==> config.mk <==
export PLATFORM = sky130hd
export DESIGN_NAME = span_capture_flat
export DESIGN_NICKNAME = d
export VERILOG_FILES = /design/src/rtl/span_capture_if.sv /design/src/rtl/span_capture.sv /design/src/flat_wrapper.sv
export SDC_FILE = /design/constraint.sdc
export NUM_CORES = 1
export LEC_CHECK = 0
export CORE_MARGIN = 2
export CORE_UTILIZATION = 30
export DETAILED_ROUTE_END_ITERATION = 16
export GPL_TIMING_DRIVEN = 0
export SETUP_SLACK_MARGIN = 0.4
export SLEW_MARGIN = 20
export SYNTH_ARGS = -nofsm -noshare
export SYNTH_HDL_FRONTEND = slang
export SYNTH_SLANG_ARGS = --single-unit
==> constraint.sdc <==
create_clock -name clk -period 4.37 [get_ports clk]
set_input_delay 0.6555 -clock clk [delete_from_list [all_inputs] [get_ports clk]]
set_output_delay 0.6555 -clock clk [all_outputs]
set_load 0.01 [all_outputs]
==> src/rtl/span_capture_if.sv <==
// span_capture_if: pixel input, span FIFO read side and status.
// Ports: master drives pin_*/rd_en; slave drives span_*/overflow/err_gap.
`timescale 1ns/1ps
interface span_capture_if;
  logic [7:0] pin_x;
  logic [7:0] pin_y;
  logic       pin_v;
  logic       rd_en;
  logic       span_valid;
  logic [7:0] span_y;
  logic [7:0] span_xl;
  logic [7:0] span_xr;
  logic [2:0] span_cnt;
  logic       overflow;
`ifdef SPAN_GAP_CHK_EN
  logic       err_gap;
`endif

  modport master (
    output pin_x, pin_y, pin_v, rd_en,
    input  span_valid, span_y, span_xl,
    input  span_xr, span_cnt, overflow
`ifdef SPAN_GAP_CHK_EN
    , input err_gap
`endif
  );

  modport slave (
    input  pin_x, pin_y, pin_v, rd_en,
    output span_valid, span_y, span_xl,
    output span_xr, span_cnt, overflow
`ifdef SPAN_GAP_CHK_EN
    , output err_gap
`endif
  );
endinterface

==> src/rtl/span_capture.sv <==
// span_capture: merges runs of x-adjacent pixels on one row into
// {y,xl,xr} span records queued in a 4-deep first-word-fall-through FIFO.
// Ports: clk, reset (async, active-high), bus (span_capture_if.slave).
// Macro SPAN_GAP_CHK_EN adds err_gap: one-cycle pulse on a same-row gap.
`timescale 1ns/1ps
module span_capture (
  input logic           clk,
  input logic           reset,
  span_capture_if.slave bus
);

  typedef enum logic {IDLE, RUN} state_e;

  state_e      state_q, state_d;
  logic [7:0]  cur_y_q, cur_y_d;
  logic [7:0]  cur_xl_q, cur_xl_d;
  logic [7:0]  cur_xr_q, cur_xr_d;
  logic [23:0] mem_q [4];
  logic [23:0] mem_d [4];
  logic [1:0]  wr_ptr_q, wr_ptr_d;
  logic [1:0]  rd_ptr_q, rd_ptr_d;
  logic [2:0]  cnt_q, cnt_d;
  logic        ovf_q, ovf_d;

  logic        same_y, ext, dup;
  logic        push, pop, wr;
  logic [23:0] push_rec;

  assign same_y = bus.pin_y == cur_y_q;
  // x=255 can never be extended: no wrap to 0
  assign ext = same_y && (cur_xr_q != 8'hff) &&
               (bus.pin_x == cur_xr_q + 8'd1);
  assign dup = same_y && (bus.pin_x == cur_xr_q);
  assign push_rec = {cur_y_q, cur_xl_q, cur_xr_q};

  always_comb begin
    state_d  = state_q;
    cur_y_d  = cur_y_q;
    cur_xl_d = cur_xl_q;
    cur_xr_d = cur_xr_q;
    push     = 1'b0;
    unique case (state_q)
      IDLE: begin
        if (bus.pin_v) begin
          cur_y_d  = bus.pin_y;
          cur_xl_d = bus.pin_x;
          cur_xr_d = bus.pin_x;
          state_d  = RUN;
        end
      end
      RUN: begin
        if (!bus.pin_v) begin
          push    = 1'b1;
          state_d = IDLE;
        end else if (ext) begin
          cur_xr_d = bus.pin_x;
        end else if (!dup) begin
          push     = 1'b1;
          cur_y_d  = bus.pin_y;
          cur_xl_d = bus.pin_x;
          cur_xr_d = bus.pin_x;
        end
      end
      default: state_d = IDLE;
    endcase
  end

  // a pop frees the slot, so push at full still lands when popping
  assign pop = bus.rd_en && (cnt_q != 3'd0);
  assign wr  = push && ((cnt_q != 3'd4) || pop);

  always_comb begin
    mem_d    = mem_q;
    wr_ptr_d = wr_ptr_q;
    rd_ptr_d = rd_ptr_q;
    ovf_d    = ovf_q;
    if (wr) begin
      mem_d[wr_ptr_q] = push_rec;
      wr_ptr_d        = wr_ptr_q + 2'd1;
    end
    if (pop) rd_ptr_d = rd_ptr_q + 2'd1;
    if (push && !wr) ovf_d = 1'b1;
    cnt_d = cnt_q + {2'b00, wr} - {2'b00, pop};
  end

`ifdef SPAN_GAP_CHK_EN
  logic err_q, err_d;
  always_comb begin
    err_d = (state_q == RUN) && bus.pin_v &&
            same_y && !ext && !dup;
  end
  always_ff @(posedge clk or posedge reset) begin
    if (reset) err_q <= 1'b0;
    else       err_q <= err_d;
  end
  assign bus.err_gap = err_q;
`endif

  always_ff @(posedge clk or posedge reset) begin
    if (reset) begin
      state_q  <= IDLE;
      cur_y_q  <= '0;
      cur_xl_q <= '0;
      cur_xr_q <= '0;
      for (int i = 0; i < 4; i++) mem_q[i] <= '0;
      wr_ptr_q <= '0;
      rd_ptr_q <= '0;
      cnt_q    <= '0;
      ovf_q    <= 1'b0;
    end else begin
      state_q  <= state_d;
      cur_y_q  <= cur_y_d;
      cur_xl_q <= cur_xl_d;
      cur_xr_q <= cur_xr_d;
      for (int i = 0; i < 4; i++) mem_q[i] <= mem_d[i];
      wr_ptr_q <= wr_ptr_d;
      rd_ptr_q <= rd_ptr_d;
      cnt_q    <= cnt_d;
      ovf_q    <= ovf_d;
    end
  end

  // fields read zero when empty so reset/empty state is clean
  logic [23:0] head;
  assign head           = (cnt_q != 3'd0) ? mem_q[rd_ptr_q] : 24'd0;
  assign bus.span_valid = cnt_q != 3'd0;
  assign bus.span_y     = head[23:16];
  assign bus.span_xl    = head[15:8];
  assign bus.span_xr    = head[7:0];
  assign bus.span_cnt   = cnt_q;
  assign bus.overflow   = ovf_q;

endmodule
==> src/flat_wrapper.sv <==
// flat-port wrapper written by rule: the top's interface ports become plain ports
module span_capture_flat 
  (clk, reset, bus_pin_x, bus_pin_y, bus_pin_v, bus_rd_en, bus_span_valid, bus_span_y, bus_span_xl, bus_span_xr, bus_span_cnt, bus_overflow);
  span_capture_if bus_i ();
  input logic clk;
  input logic reset;
  input wire logic [$bits(bus_i.pin_x)-1:0] bus_pin_x;
  input wire logic [$bits(bus_i.pin_y)-1:0] bus_pin_y;
  input wire logic [$bits(bus_i.pin_v)-1:0] bus_pin_v;
  input wire logic [$bits(bus_i.rd_en)-1:0] bus_rd_en;
  output wire logic [$bits(bus_i.span_valid)-1:0] bus_span_valid;
  output wire logic [$bits(bus_i.span_y)-1:0] bus_span_y;
  output wire logic [$bits(bus_i.span_xl)-1:0] bus_span_xl;
  output wire logic [$bits(bus_i.span_xr)-1:0] bus_span_xr;
  output wire logic [$bits(bus_i.span_cnt)-1:0] bus_span_cnt;
  output wire logic [$bits(bus_i.overflow)-1:0] bus_overflow;
  assign bus_i.pin_x = bus_pin_x;
  assign bus_i.pin_y = bus_pin_y;
  assign bus_i.pin_v = bus_pin_v;
  assign bus_i.rd_en = bus_rd_en;
  assign bus_span_valid = bus_i.span_valid;
  assign bus_span_y = bus_i.span_y;
  assign bus_span_xl = bus_i.span_xl;
  assign bus_span_xr = bus_i.span_xr;
  assign bus_span_cnt = bus_i.span_cnt;
  assign bus_overflow = bus_i.overflow;
  span_capture u_core (.clk(clk), .reset(reset), .bus(bus_i));
endmodule
==> metrics.txt <==
Place WS 0.203 ns; cell with the most instances after synthesis dfrtp_1; outcome finished clean; Global Route Usage Sum 13.8%; Max IR drop VDD 378 uV; final period utilization 87.2%; DR iter-0 viols 111; later-pin clock latency in the skew report 0.42 ns; Post-CTS Hold Buffers 0; CTS buffer count 17; Syn-to-layout area delta 22.9%; NumNets Final 513; via count 3628; hpwl dp 10.2 mm; largest net degree at the start of global routing 38; drt pass-1 iters 4; initial antenna violation count 0; DRT antenna net count 0; H-tree depth 4; R2R Path Start u_core.cur_y_q[5]$_DFFE_PP0P_; worst setup margin 0.562 ns; fmax 263 MHz; WL final 14.6 mm; Fin. Hold Viols 0; top cells by count, synth dfrtp_1, mux2_4, mux2_2, and2_1, mux4_2; Setup crit start kind primary input; Site Rows 54; library cells used by synthesis 44; post-CTS setup buffers 0; post-synthesis mux area share 33.5%; met2 WL 7.23 mm; mean post-synth cell area 15.8 um^2; Die X 152 um; Hold Startpoint u_core.mem_q[93]$_DFFE_PP0P_; clk_skew 0.0135 ns; share of the synthesized area in the top cell type 49.4%; Die ar. 0.0230 mm^2; ant diodes 0; Mapped Nets 442; max_cap viols 0; met3 WL 567 um; critical path startpoint bus_pin_y[7]; Final TNS setup 0 ns; clock root buffer clkbuf_16; Area contributors post-synth dfrtp_1, mux2_4, mux4_2, mux2_2, and2_1; die height 152 um; clock-pin slew on the worst setup and hold paths 0.06 ns; Relative slew margins 45.7%; Worst Path Required 4.72 ns; # IOs 49; Max clock buf depth 2; Yosys warning total 0; highest routed layer met4; Hold Path Class register to register; Core ar. 0.0216 mm^2; layout cells sized above 1 41.5%; ys flop type dfrtp_1; CTS Sinks 129; CP Max Fanout 6; #FFs+latches synth 129; Port Buffers 48; post-synthesis compound-gate area fraction 1.82%; global placer's final weighted congestion 0.802; path type of the worst setup path primary input to register; Adder-Cell Fraction of Synth Area 1.65%; post-route minimum period 3.81 ns; Netlist Area Pre-Place 0.00654 mm^2; Synth Area in Simple Gates 6.81%; final setup violating endpoints 0; Via density 4.68; Final Power 0.00618 W; Post-Synth XOR/XNOR Area 3.21%; total gr overflow 0; pwr dens 769 mW/mm^2; number of synthesized flops with an enable pin 0; Setup crit end kind register; Synth area leader dfrtp_1; Mapped Cells 414; unrepaired setup endpoints after global routing false; standby leakage power 3.40 nW; first-pass GRT wire length 23.6 mm; slew at the pin closest to its max-slew limit 0.815 ns; Post-synth ARST share 100%; Fillers 2047; worst hold slack 0.505 ns; fin. max-slew vios 0; largest family of logic cells by synthesized area multiplexers; post-synthesis sequential area ratio 49.4%; post-DR wirelength/cell 18.8 um; CP Data Arrival Time 4.16 ns; DRT met1 WL 6.59 mm; vias in the first global route 4156; CTS resizes 4; Residual DRC 0; CTS tree done; initial core utilization 30.2%
[routing by layer]
| layer | track usage (%) | vias to the layer above |
|---|---|---|
| li1 | - | 1630 |
| met5 | 0 | - |
| met3 | 3.41 | 20 |
| met2 | 22.9 | 63 |
| met4 | 4.31 | 0 |
| met1 | 17.9 | 1915 |
[per-stage QoR]
step	utilization [%]	area (um^2)	std cells
5_1_grt	37.2	8040	776
4_1_cts	37.2	8040	776
6_report	37.2	8040	776
3_5_place_dp	34.5	7470	746
3_3_place_gp	34.1	7370	742
2_1_floorplan	-	6540	414
[cell type report]
class / instances / area, um^2 / share of cell area (%)
clock inverter: 7 / 85.1 / 1.06
sequential: 129 / 3230 / 40.2
multi-input combinational: 247 / 3070 / 38.3
buffer: 25 / 203 / 2.52
tap: 280 / 350 / 4.36
clock buffer: 23 / 468 / 5.82
inverter: 13 / 52.6 / 0.654
timing repair buffer: 52 / 576 / 7.16
[cells in the final DEF (no fill, tap or decap), types with 5 or more instances in the layout]
| cell type | instances |
|---|---|
| xnor2_1 | 8 |
| inv_1 | 12 |
| and2_1 | 25 |
| mux2_2 | 40 |
| mux2_4 | 80 |
| clkinv_2 | 5 |
| clkdlybuf4s50_1 | 48 |
| ha_1 | 7 |
| clkbuf_16 | 17 |
| clkbuf_1 | 10 |
| buf_6 | 11 |
| xor2_1 | 16 |
| mux4_2 | 24 |
| dfrtp_1 | 129 |
[registers in the layout, summed over array words and instances, names as in the netlist]
register and flops:
u_core.bus.overflow 1, u_core.cur_xl_q 8, u_core.wr_ptr_q 2, u_core.bus.span_cnt 3, u_core.cur_xr_q 8, u_core.rd_ptr_q 2
u_core.cur_y_q 8, u_core.state_q 1, u_core.mem_q 96
[report_power, final]
| group | internal (W) | switching, W |
|---|---|---|
| registers | 0.00172 | 0.000312 |
| clock network | 0.000857 | 0.000499 |
| logic | 0.00179 | 0.00100 |
| total | 0.00437 | 0.00181 |
[cell families (layout without fill, tap and decap cells)]
kind of cell,Yosys count,count (layout)
compound gates,15,15
xor+xnor,24,24
fa+ha+maj,8,8
buf+inv,38,120
flops,129,129
mux,144,144
simple gates,56,56
[critical path, cell delays in order]
cell and delay (ns):
clkdlybuf4s50_1 0.44, xor2_1 0.17, nor4_1 0.60, o211ai_1 0.31
nor4_4 0.72, or3_2 0.29, inv_1 0.07, ha_1 0.20
fa_1 0.37, xnor2_1 0.18, xnor2_1 0.13
[path summary, 6_finish.rpt]
path / end / slack (ns) / cells past startpoint
worst max-delay path: u_core.bus.span_cnt[2]$_DFF_PP0_ / 0.56 / 11
worst min-delay path: u_core.mem_q[93]$_DFFE_PP0P_ / 0.50 / 1
worst max register to register: u_core.bus.span_cnt[2]$_DFF_PP0_ / 0.76 / 10
worst min register to register: u_core.mem_q[93]$_DFFE_PP0P_ / 0.50 / 1
max in group asynchronous: u_core.mem_q[16]$_DFFE_PP0P_ / 2.94 / 4
min in group asynchronous: u_core.cur_xr_q[4]$_DFFE_PP0P_ / 0.67 / 2
No activity file was read; power rests on OpenSTA's default activity.
